## config.mk

```make
export PLATFORM = sky130hd
export DESIGN_NAME = triag_surf_sched
export DESIGN_NICKNAME = d
export VERILOG_FILES = /design/src/rtl/triag_surf_sched.sv
export SDC_FILE = /design/constraint.sdc
export NUM_CORES = 1
export LEC_CHECK = 0
export BUFFER_PORTS_ARGS = -buffer_cell sky130_fd_sc_hd__buf_2
export CAP_MARGIN = 20
export CORE_MARGIN = 2
export CORE_UTILIZATION = 30
export DETAILED_ROUTE_END_ITERATION = 12
export GPL_TIMING_DRIVEN = 1
export PLACE_DENSITY = 0.63
export SKIP_CTS_REPAIR_TIMING = 1
export SYNTH_ARGS = -nofsm -noshare
export SYNTH_HDL_FRONTEND = slang
export SYNTH_SLANG_ARGS = --single-unit
```

## constraint.sdc

```tcl
create_clock -name clk -period 3.8 [get_ports clk]
set_clock_uncertainty 0.2 [all_clocks]
set_input_delay 0.38 -clock clk [delete_from_list [all_inputs] [get_ports clk]]
set_output_delay 0.38 -clock clk [all_outputs]
set_load 0.01 [all_outputs]
```

## src/rtl/triag_surf_sched.sv

```systemverilog
// triag_surf_sched
// Shares one pipelined triangle-surface unit between N requesters.
// Each requester offers an operand pair over a valid/ready handshake.
// A round-robin arbiter issues at most one operation per cycle to the unit.
// A tag pipeline that matches the unit latency routes each returning result
// back to its owner, where it is held until the owner consumes it.
//
// Ports:
//   clk, rst_n                 clock; synchronous active-low reset
//   req_valid[N], req_a/req_b  operand pairs, 16 bits per requester
//   req_ready[N]               one-hot grant (or zero)
//   res_valid[N], res_surf     held results, 32 bits per requester
//   res_ready[N]               result consume strobe
//   calc_en, calc_a, calc_b    issue to the surface unit
//   calc_valid, calc_surf      return from the surface unit
//   busy                       any requester or tag still active
//   sync_err                   sticky: calc_valid disagreed with the tag pipe
module triag_surf_sched #(
  parameter int N   = 4,
  parameter int LAT = 2
) (
  input  logic            clk,
  input  logic            rst_n,
  input  logic [N-1:0]    req_valid,
  input  logic [16*N-1:0] req_a,
  input  logic [16*N-1:0] req_b,
  output logic [N-1:0]    req_ready,
  output logic [N-1:0]    res_valid,
  output logic [32*N-1:0] res_surf,
  input  logic [N-1:0]    res_ready,
  output logic            calc_en,
  output logic [15:0]     calc_a,
  output logic [15:0]     calc_b,
  input  logic            calc_valid,
  input  logic [31:0]     calc_surf,
  output logic            busy,
  output logic            sync_err
);

  localparam int IDW = (N > 1) ? $clog2(N) : 1;
  localparam int IW  = IDW + 1;
  localparam int MW  = $clog2(LAT + 1);

  typedef enum logic [1:0] {IDLE, INFLIGHT, DONE} state_t;

  logic [N-1:0]   eligible;
  logic [N-1:0]   idle_vec;
  logic [N-1:0]   retire_hit;
  logic [N-1:0]   grant;
  logic [IDW-1:0] grant_id;
  logic           grant_any;
  logic [IW-1:0]  sum;
  logic [IDW-1:0] idx;

  logic [IDW-1:0] rr_ptr_reg;
  logic           calc_en_reg;
  logic [15:0]    calc_a_reg;
  logic [15:0]    calc_b_reg;
  logic [IDW-1:0] calc_id_reg;

  logic [LAT-1:0] tag_v_reg;
  logic [IDW-1:0] tag_id_reg [LAT];
  logic           last_v;
  logic [IDW-1:0] last_id;

  logic [MW-1:0]  mask_cnt_reg;
  logic           sync_err_reg;

  logic [15:0]    a_arr [N];
  logic [15:0]    b_arr [N];

  assign last_v  = tag_v_reg[LAT-1];
  assign last_id = tag_id_reg[LAT-1];

  // Per-requester state machine and held result register.
  for (genvar gi = 0; gi < N; gi++) begin : g_req
    state_t      state_reg;
    state_t      state_next;
    logic [31:0] surf_reg;

    assign a_arr[gi] = req_a[16*gi +: 16];
    assign b_arr[gi] = req_b[16*gi +: 16];

    // Gated by rst_n so no handshake can complete while reset is applied.
    assign eligible[gi]   = rst_n && req_valid[gi] && (state_reg == IDLE);
    assign idle_vec[gi]   = (state_reg == IDLE);
    assign retire_hit[gi] = last_v && (last_id == IDW'(gi));
    assign res_valid[gi]  = (state_reg == DONE);
    assign res_surf[32*gi +: 32] = surf_reg;

    always_comb begin
      state_next = state_reg;
      case (state_reg)
        IDLE:     if (grant[gi])      state_next = INFLIGHT;
        INFLIGHT: if (retire_hit[gi]) state_next = DONE;
        DONE:     if (res_ready[gi])  state_next = IDLE;
        default:                      state_next = IDLE;
      endcase
    end

    always_ff @(posedge clk) begin
      if (!rst_n) begin
        state_reg <= IDLE;
        surf_reg  <= '0;
      end else begin
        state_reg <= state_next;
        if (state_reg == INFLIGHT && retire_hit[gi]) begin
          surf_reg <= calc_surf;
        end
      end
    end
  end

  // Round-robin: scan from rr_ptr, wrapping modulo N (N need not be a
  // power of two, hence the explicit subtract).
  always_comb begin
    grant     = '0;
    grant_id  = '0;
    grant_any = 1'b0;
    sum       = '0;
    idx       = '0;
    for (int k = 0; k < N; k++) begin
      sum = {1'b0, rr_ptr_reg} + IW'(k);
      if (sum >= IW'(N)) begin
        sum = sum - IW'(N);
      end
      idx = sum[IDW-1:0];
      if (!grant_any && eligible[idx]) begin
        grant_any  = 1'b1;
        grant[idx] = 1'b1;
        grant_id   = idx;
      end
    end
  end

  assign req_ready = grant;

  // Issue register: operands hold their last value between grants.
  always_ff @(posedge clk) begin
    if (!rst_n) begin
      rr_ptr_reg  <= '0;
      calc_en_reg <= 1'b0;
      calc_a_reg  <= '0;
      calc_b_reg  <= '0;
      calc_id_reg <= '0;
    end else begin
      calc_en_reg <= grant_any;
      if (grant_any) begin
        calc_a_reg  <= a_arr[grant_id];
        calc_b_reg  <= b_arr[grant_id];
        calc_id_reg <= grant_id;
        rr_ptr_reg  <= (grant_id == IDW'(N-1)) ? '0 : grant_id + 1'b1;
      end
    end
  end

  assign calc_en = calc_en_reg;
  assign calc_a  = calc_a_reg;
  assign calc_b  = calc_b_reg;

  // Tag pipe: stage 0 follows calc_en by one cycle so the last stage lines
  // up with the unit's output LAT cycles after calc_en.
  always_ff @(posedge clk) begin
    if (!rst_n) begin
      tag_v_reg <= '0;
      for (int s = 0; s < LAT; s++) begin
        tag_id_reg[s] <= '0;
      end
    end else begin
      tag_v_reg[0]  <= calc_en_reg;
      tag_id_reg[0] <= calc_id_reg;
      for (int s = 1; s < LAT; s++) begin
        tag_v_reg[s]  <= tag_v_reg[s-1];
        tag_id_reg[s] <= tag_id_reg[s-1];
      end
    end
  end

  // The unit has no reset, so operations issued before reset can still
  // surface for LAT cycles afterwards; the consistency check waits them out.
  always_ff @(posedge clk) begin
    if (!rst_n) begin
      mask_cnt_reg <= MW'(LAT);
      sync_err_reg <= 1'b0;
    end else if (mask_cnt_reg != '0) begin
      mask_cnt_reg <= mask_cnt_reg - 1'b1;
    end else if (calc_valid != last_v) begin
      sync_err_reg <= 1'b1;
    end
  end

  assign sync_err = sync_err_reg;
  assign busy     = (idle_vec != '1) || (|tag_v_reg);

endmodule

```

* Word-level counts from Yosys, hierarchy flattened
Memories as Yosys holds them, arrays and structs flattened.
Index checks and enable logic that the tools add are counted.
** Operators by class
- $add $sub $neg :: 9
- Magnitude comparators :: 13
- Eq/ne operators :: 26
- Multiplexer cells :: 59
- Bitwise gates (word level) :: 7
- Reduce and logical (&&, ||, !) cells :: 39
** Operator list (count)
- binary-select mux 16 bit (select 2 bit) :: 2
- two-way mux 16 bit :: 4
- two-way mux 2 bit :: 23
- one-hot mux 2 bit (3 select lines) :: 4
- logical AND 1 bit :: 23
- two-way mux 4 bit :: 4
- != test 2 bit, second input constant :: 8
- == test 2 bit, second input constant :: 7
- two-way mux 1 bit :: 14
- greater-or-equal comparator 3 bit, second input constant :: 4
- < comparator 2 x 3 -> 1 bit, second input constant :: 4
- OR 4 bit :: 3
- AND reduction 3 bit :: 4
- == test 2 x 1 -> 1 bit, second input constant :: 5
- zero test 2 bit :: 5
- subtractor 2 x 1 -> 2 bit, second input constant :: 5
- binary-select mux 1 bit (select 2 bit) :: 4
- demux 1 bit (select 2 bit) :: 4
- greater-or-equal comparator 2 x 1 -> 1 bit, second input constant :: 4
- != test 2 x 1 -> 1 bit, second input constant :: 4
- adder 2 x 2 -> 3 bit, second input constant :: 2
- != test 4 bit, second input constant :: 1
- adder 2 x 1 -> 3 bit, second input constant :: 1
- greater-or-equal comparator 2 x 3 -> 1 bit, second input constant :: 1
- 10 further kinds :: 13
** Storage, ports and cells
- Flip-flop bits (word level) :: 178
- RAM bits :: 4
- Input port bits :: 171
- Output and inout port bits :: 171
- Word-level logic and storage cells :: 170
- Memories kept :: 1
** Memory list
- tag_id_reg :: words 2, width 2, rd ports 2, clocked after Yosys merged registers in 0, write ports 2, RTL line 62 : logic [IDW-1:0] tag_id_reg [LAT];

* Longest topological paths before layout
- Word-level depth :: 18
- Gate-level depth with buffers :: 13
- Mapped depth without buffers :: 8

* Worst setup path after synthesis
No wires, ideal clock.
- Path type :: register to register
- Start :: register rr_ptr_reg[1]
- End :: register calc_a_reg[11] (netlist: calc_a[11])
- Setup time :: 0.128 ns
- Arrival :: 2.660 ns
- Data required time :: 3.472 ns
- Setup slack :: 0.812 ns
- Cell stages (with the launch flop) :: 14
- Path buffers :: 5
- Clock period less this slack :: 2.988 ns
- Cell sequence :: dfxtp_1 > clkbuf_1 > inv_2 > ha_1 > clkbuf_4 > nor2_1 > a211o_1 > a21oi_1 > a21o_1 > buf_6 > buf_6 > buf_6 > mux2i_1 > o211ai_1
** On the way
- Cells in the longest elaborated chain, start to end :: 18
- Elaborated cells between the ends (all ways) :: 41
- Classes of those cells :: add/sub (7); order compare (4); mux (23); bitwise (1); reduce/logical (6)
** Ends and longest elaborated chain
- start, declared :: RTL line 55 : logic [IDW-1:0] rr_ptr_reg;
- start signal, assigned :: RTL line 152 : rr_ptr_reg <= (grant_id == IDW'(N-1)) ? '0 : grant_id + 1'b1;
- branches (longest 18 deep; another with adder 2 x 1 -> 3 bit)
- end signal, assigned :: RTL line 149 : calc_a_reg <= a_arr[grant_id];
- end, declared :: RTL line 57 : logic [15:0] calc_a_reg;
Parallel ways; which one is timed is not known. The select of a mux whose other input is x is not followed.
A chain may end at the register's enable or synchronous reset.

* Worst setup path after layout
- Start :: register rr_ptr_reg[1]
- End :: output port req_ready[3]
** On the way
- Cells in the longest elaborated chain, start to end :: 14
- Elaborated cells between the ends (all ways) :: 59
- Classes of those cells :: add/sub (7); order compare (12); mux (27); bitwise (3); reduce/logical (10)
** Ends and longest elaborated chain
- branches (longest 13 deep; another with adder 2 x 1 -> 3 bit)
- two-way mux 4 bit (*) :: RTL line 128 : if (!grant_any && eligible[idx]) begin
- end, declared :: RTL line 27 : output logic [N-1:0] req_ready,
Mark *: on every way between the ends. The select of a mux whose other input is x is not followed.

==> impl_metrics.env <==
export IMPL_status="finished, final reports clean"
export IMPL_drc=0
export IMPL_period_needed_ps=3610
export IMPL_gp_congestion=0.833
export IMPL_synth_area_leaders="dfxtp_1 (46%), nand2_1 (13%), a21oi_1 (11%)"
export IMPL_synth_edff_count=0
export IMPL_finalSetupViolCount=0
export IMPL_cp_data_arrival_time_ps=3030
export IMPL_hold_class="input pin to register"
export IMPL_area_delta_synth_final_pct=33.0
export IMPL_cts_root_buf="clkbuf_16"
export IMPL_synthArstFlopShare=0
export IMPL_grt_pass1_wl_um=41900
export IMPL_grt_pass1_vias=7523
export IMPL_setup_slack_ps=190
export IMPL_largest_reg_flops=128
export IMPL_final_core_util=0.406
export IMPL_slowest_delay_ps=560
export IMPL_slew_violations=0
export IMPL_dieArea_um2=27800
export IMPL_path_class="register to output pin"
export IMPL_slew_headroom=0.464
export IMPL_crit_chain="inv_2, ha_1, nor2_1, a211o_1, o22ai_1, a222oi_1, o21ai_1, buf_2"
export IMPL_start_util=0.305
export IMPL_rows=59
export IMPL_tightest_slew_ps=804
export IMPL_grt_overflow=0
export IMPL_r2r_cells=9
export IMPL_detail_route_antenna_nets=0
export IMPL_rsz0062_at_grt="no"
export IMPL_critPathSlowestCell="dfxtp_1"
export IMPL_drt_wl_total_um=27400
export IMPL_rr_endpoint="calc_a[10]"
export IMPL_vdd_drop_max_mv=0.655
export IMPL_viasPerCell=4.94
export IMPL_drtIter0Drc=504
export IMPL_dp_final_hpwl_um=19800
export IMPL_grt_usage=0.190
export IMPL_syn_avg_cell_area_um2=8.14
export IMPL_drtPass1Iterations=5
export IMPL_cap_viol_max_count=0
export IMPL_drt_wirelength_per_cell_um=16.8
export IMPL_cp_top_family="compound AO/OA/AOI/OAI gates"
export IMPL_met2_usage=0.336
export IMPL_grt_use_met1=0.222
export IMPL_multi_input_area_um2=3890
export IMPL_die_h_um=167
export IMPL_hold_end="g_req[1].surf_reg[16]"
export IMPL_drive_above_1_share=0.313
export IMPL_yosysTopAreaCell="dfxtp_1"
export IMPL_grt_busiest_layer="met2"
export IMPL_cts_sinks=182
export IMPL_cellPowerDensity_nw_per_um2=700
export IMPL_syn_num_nets=1158
export IMPL_min_from="calc_surf[16]"
export IMPL_cts_buffers=17
export IMPL_io_pins=342
export IMPL_regToRegSetupSlack_ps=420
export IMPL_regToRegStartpoint="rr_ptr_reg[1]"
export IMPL_whs_path_depth=3
export IMPL_met3_usage=0.0482
export IMPL_crit_buf_inv=2
export IMPL_syn_area_um2=7960
export IMPL_synth_top_area_frac=0.458
export IMPL_regArea_um2=3640
export IMPL_ys_seq_area_frac=0.458
export IMPL_ys_warn_count=0
export IMPL_clk_pin_slew_worst_paths_ps=90
export IMPL_ys_types=52
export IMPL_die_w_um=167
export IMPL_synth_cells=978
export IMPL_cts_path_max_buffers=2
export IMPL_critPathLaunchType="register"
export IMPL_max_freq_ghz=0.277
export IMPL_power_leakage_nw=4.77
export IMPL_fillers=2679
export IMPL_fin_nets=1464
export IMPL_endpoint_kind="output pin"
export IMPL_coreArea_um2=26100
export IMPL_antenna_found_initial=2
export IMPL_finalCritPeriodShare=0.950
export IMPL_setup_tns_final_ps=0
export IMPL_post_place_ws_ps=424
export IMPL_grt_max_degree=136
export IMPL_cp_required_ps=3220
export IMPL_portBuffers=341
export IMPL_cts_tree="done"
export IMPL_num_vias=8078
export IMPL_clk_latency_ps=430
export IMPL_synth_top_flop_cell="dfxtp_1"
export IMPL_hold_violations=0
export IMPL_h_tree_depth=4
export IMPL_cp_max_fo=13
export IMPL_ys_ff_latch=182
## worst min-delay path: cells and delay by family
| kind | cells | cell delay, ps |
|---|---|---|
| AOI/OAI and AO/OA | 1 | 50 |
| and+or+nand+nor | 1 | 50 |
| buffers and inverters | 1 | 120 |
## synthesized netlist by cell type (5+ instances only)
cell,instances
and3_1,5
a21oi_1,167
or3_1,5
buf_4,5
inv_1,11
buf_2,9
ha_1,9
nor2b_1,35
and2_1,7
dfxtp_1,182
a211o_1,18
a2111oi_0,14
nand3_1,7
nor2_1,28
buf_6,7
o211ai_1,19
nor3_1,7
nand2_1,285
clkbuf_1,53
mux2i_1,50
## worst max-delay path by stage
stage	start	endpoint	slack, ps	cells after the start
2_1_floorplan	rr_ptr_reg[1]	calc_a[11]	810	13
3_3_place_gp	rr_ptr_reg[1]	calc_b[5]	540	9
3_5_place_dp	rr_ptr_reg[1]	calc_a[10]	420	9
4_1_cts	rr_ptr_reg[1]	req_ready[3]	210	8
5_1_grt	rr_ptr_reg[1]	req_ready[2]	20	8
6_report	rr_ptr_reg[1]	req_ready[3]	190	8
## cell type report
cell class              instances  area share
clock inverters                15      0.0201
inverters                      14     0.00520
clock buffers                  17      0.0402
diodes                          3    0.000709
flip-flops and latches        182       0.344
well taps                     335      0.0396
multi-input cells             705       0.368
repair buffers                364       0.182
## where the power goes
| group | leakage [nW] | total, mW | switching (mW) | internal, mW |
|---|---|---|---|---|
| Sequential | 1.48 | 2.38 | 0.181 | 2.20 |
| Clock | 0.307 | 1.89 | 0.968 | 0.924 |
| Combinational | 2.98 | 3.14 | 1.78 | 1.37 |
| Total | 4.77 | 7.41 | 2.92 | 4.49 |
## metal layers
metal / vias to the layer above / routed length (um)
li1: 3950 / -
met1: 3737 / 11400
met2: 354 / 13300
met3: 37 / 1980
met4: 0 / 769
met5: - / 0
## cell families (layout without fill, tap and decap cells)
logic type / after synthesis / count (layout) / synth area share
and+or+nand+nor: 400 / 400 / 0.221
AOI/OAI and AO/OA: 242 / 242 / 0.184
xor gates and xnor gates: 3 / 3 / 0.00330
other: 0 / 3 / 0
muxes: 51 / 51 / 0.0643
DFF: 182 / 182 / 0.458
buffers and inverters: 91 / 410 / 0.0552
adders and majority gates: 9 / 9 / 0.0142
## per-stage QoR
stage | instance area [um2] | instances | hold slack, ps | total power, mW
floorplan | 7960 | 978 | 212 | 4.76
global placement | 9910 | 1597 | 222 | 5.52
detailed placement | 9910 | 1597 | 221 | 5.58
CTS | 10500 | 1629 | -15.8 | 7.49
global route | 10600 | 1632 | 3.37 | 7.89
finish | 10600 | 1635 | 5.86 | 7.41
## cells in the final DEF, fill, tap and decap left out, types with 11 or more instances in the layout
cell       instances
buf_4             17
clkbuf_16         17
nor2_1            28
dfxtp_1          182
a21oi_1          167
buf_2            341
nand2_1          285
inv_1             11
a2111oi_0         14
nor2b_1           35
mux2i_1           50
o211ai_1          19
a211o_1           18
(Power assumes the default switching activity.)
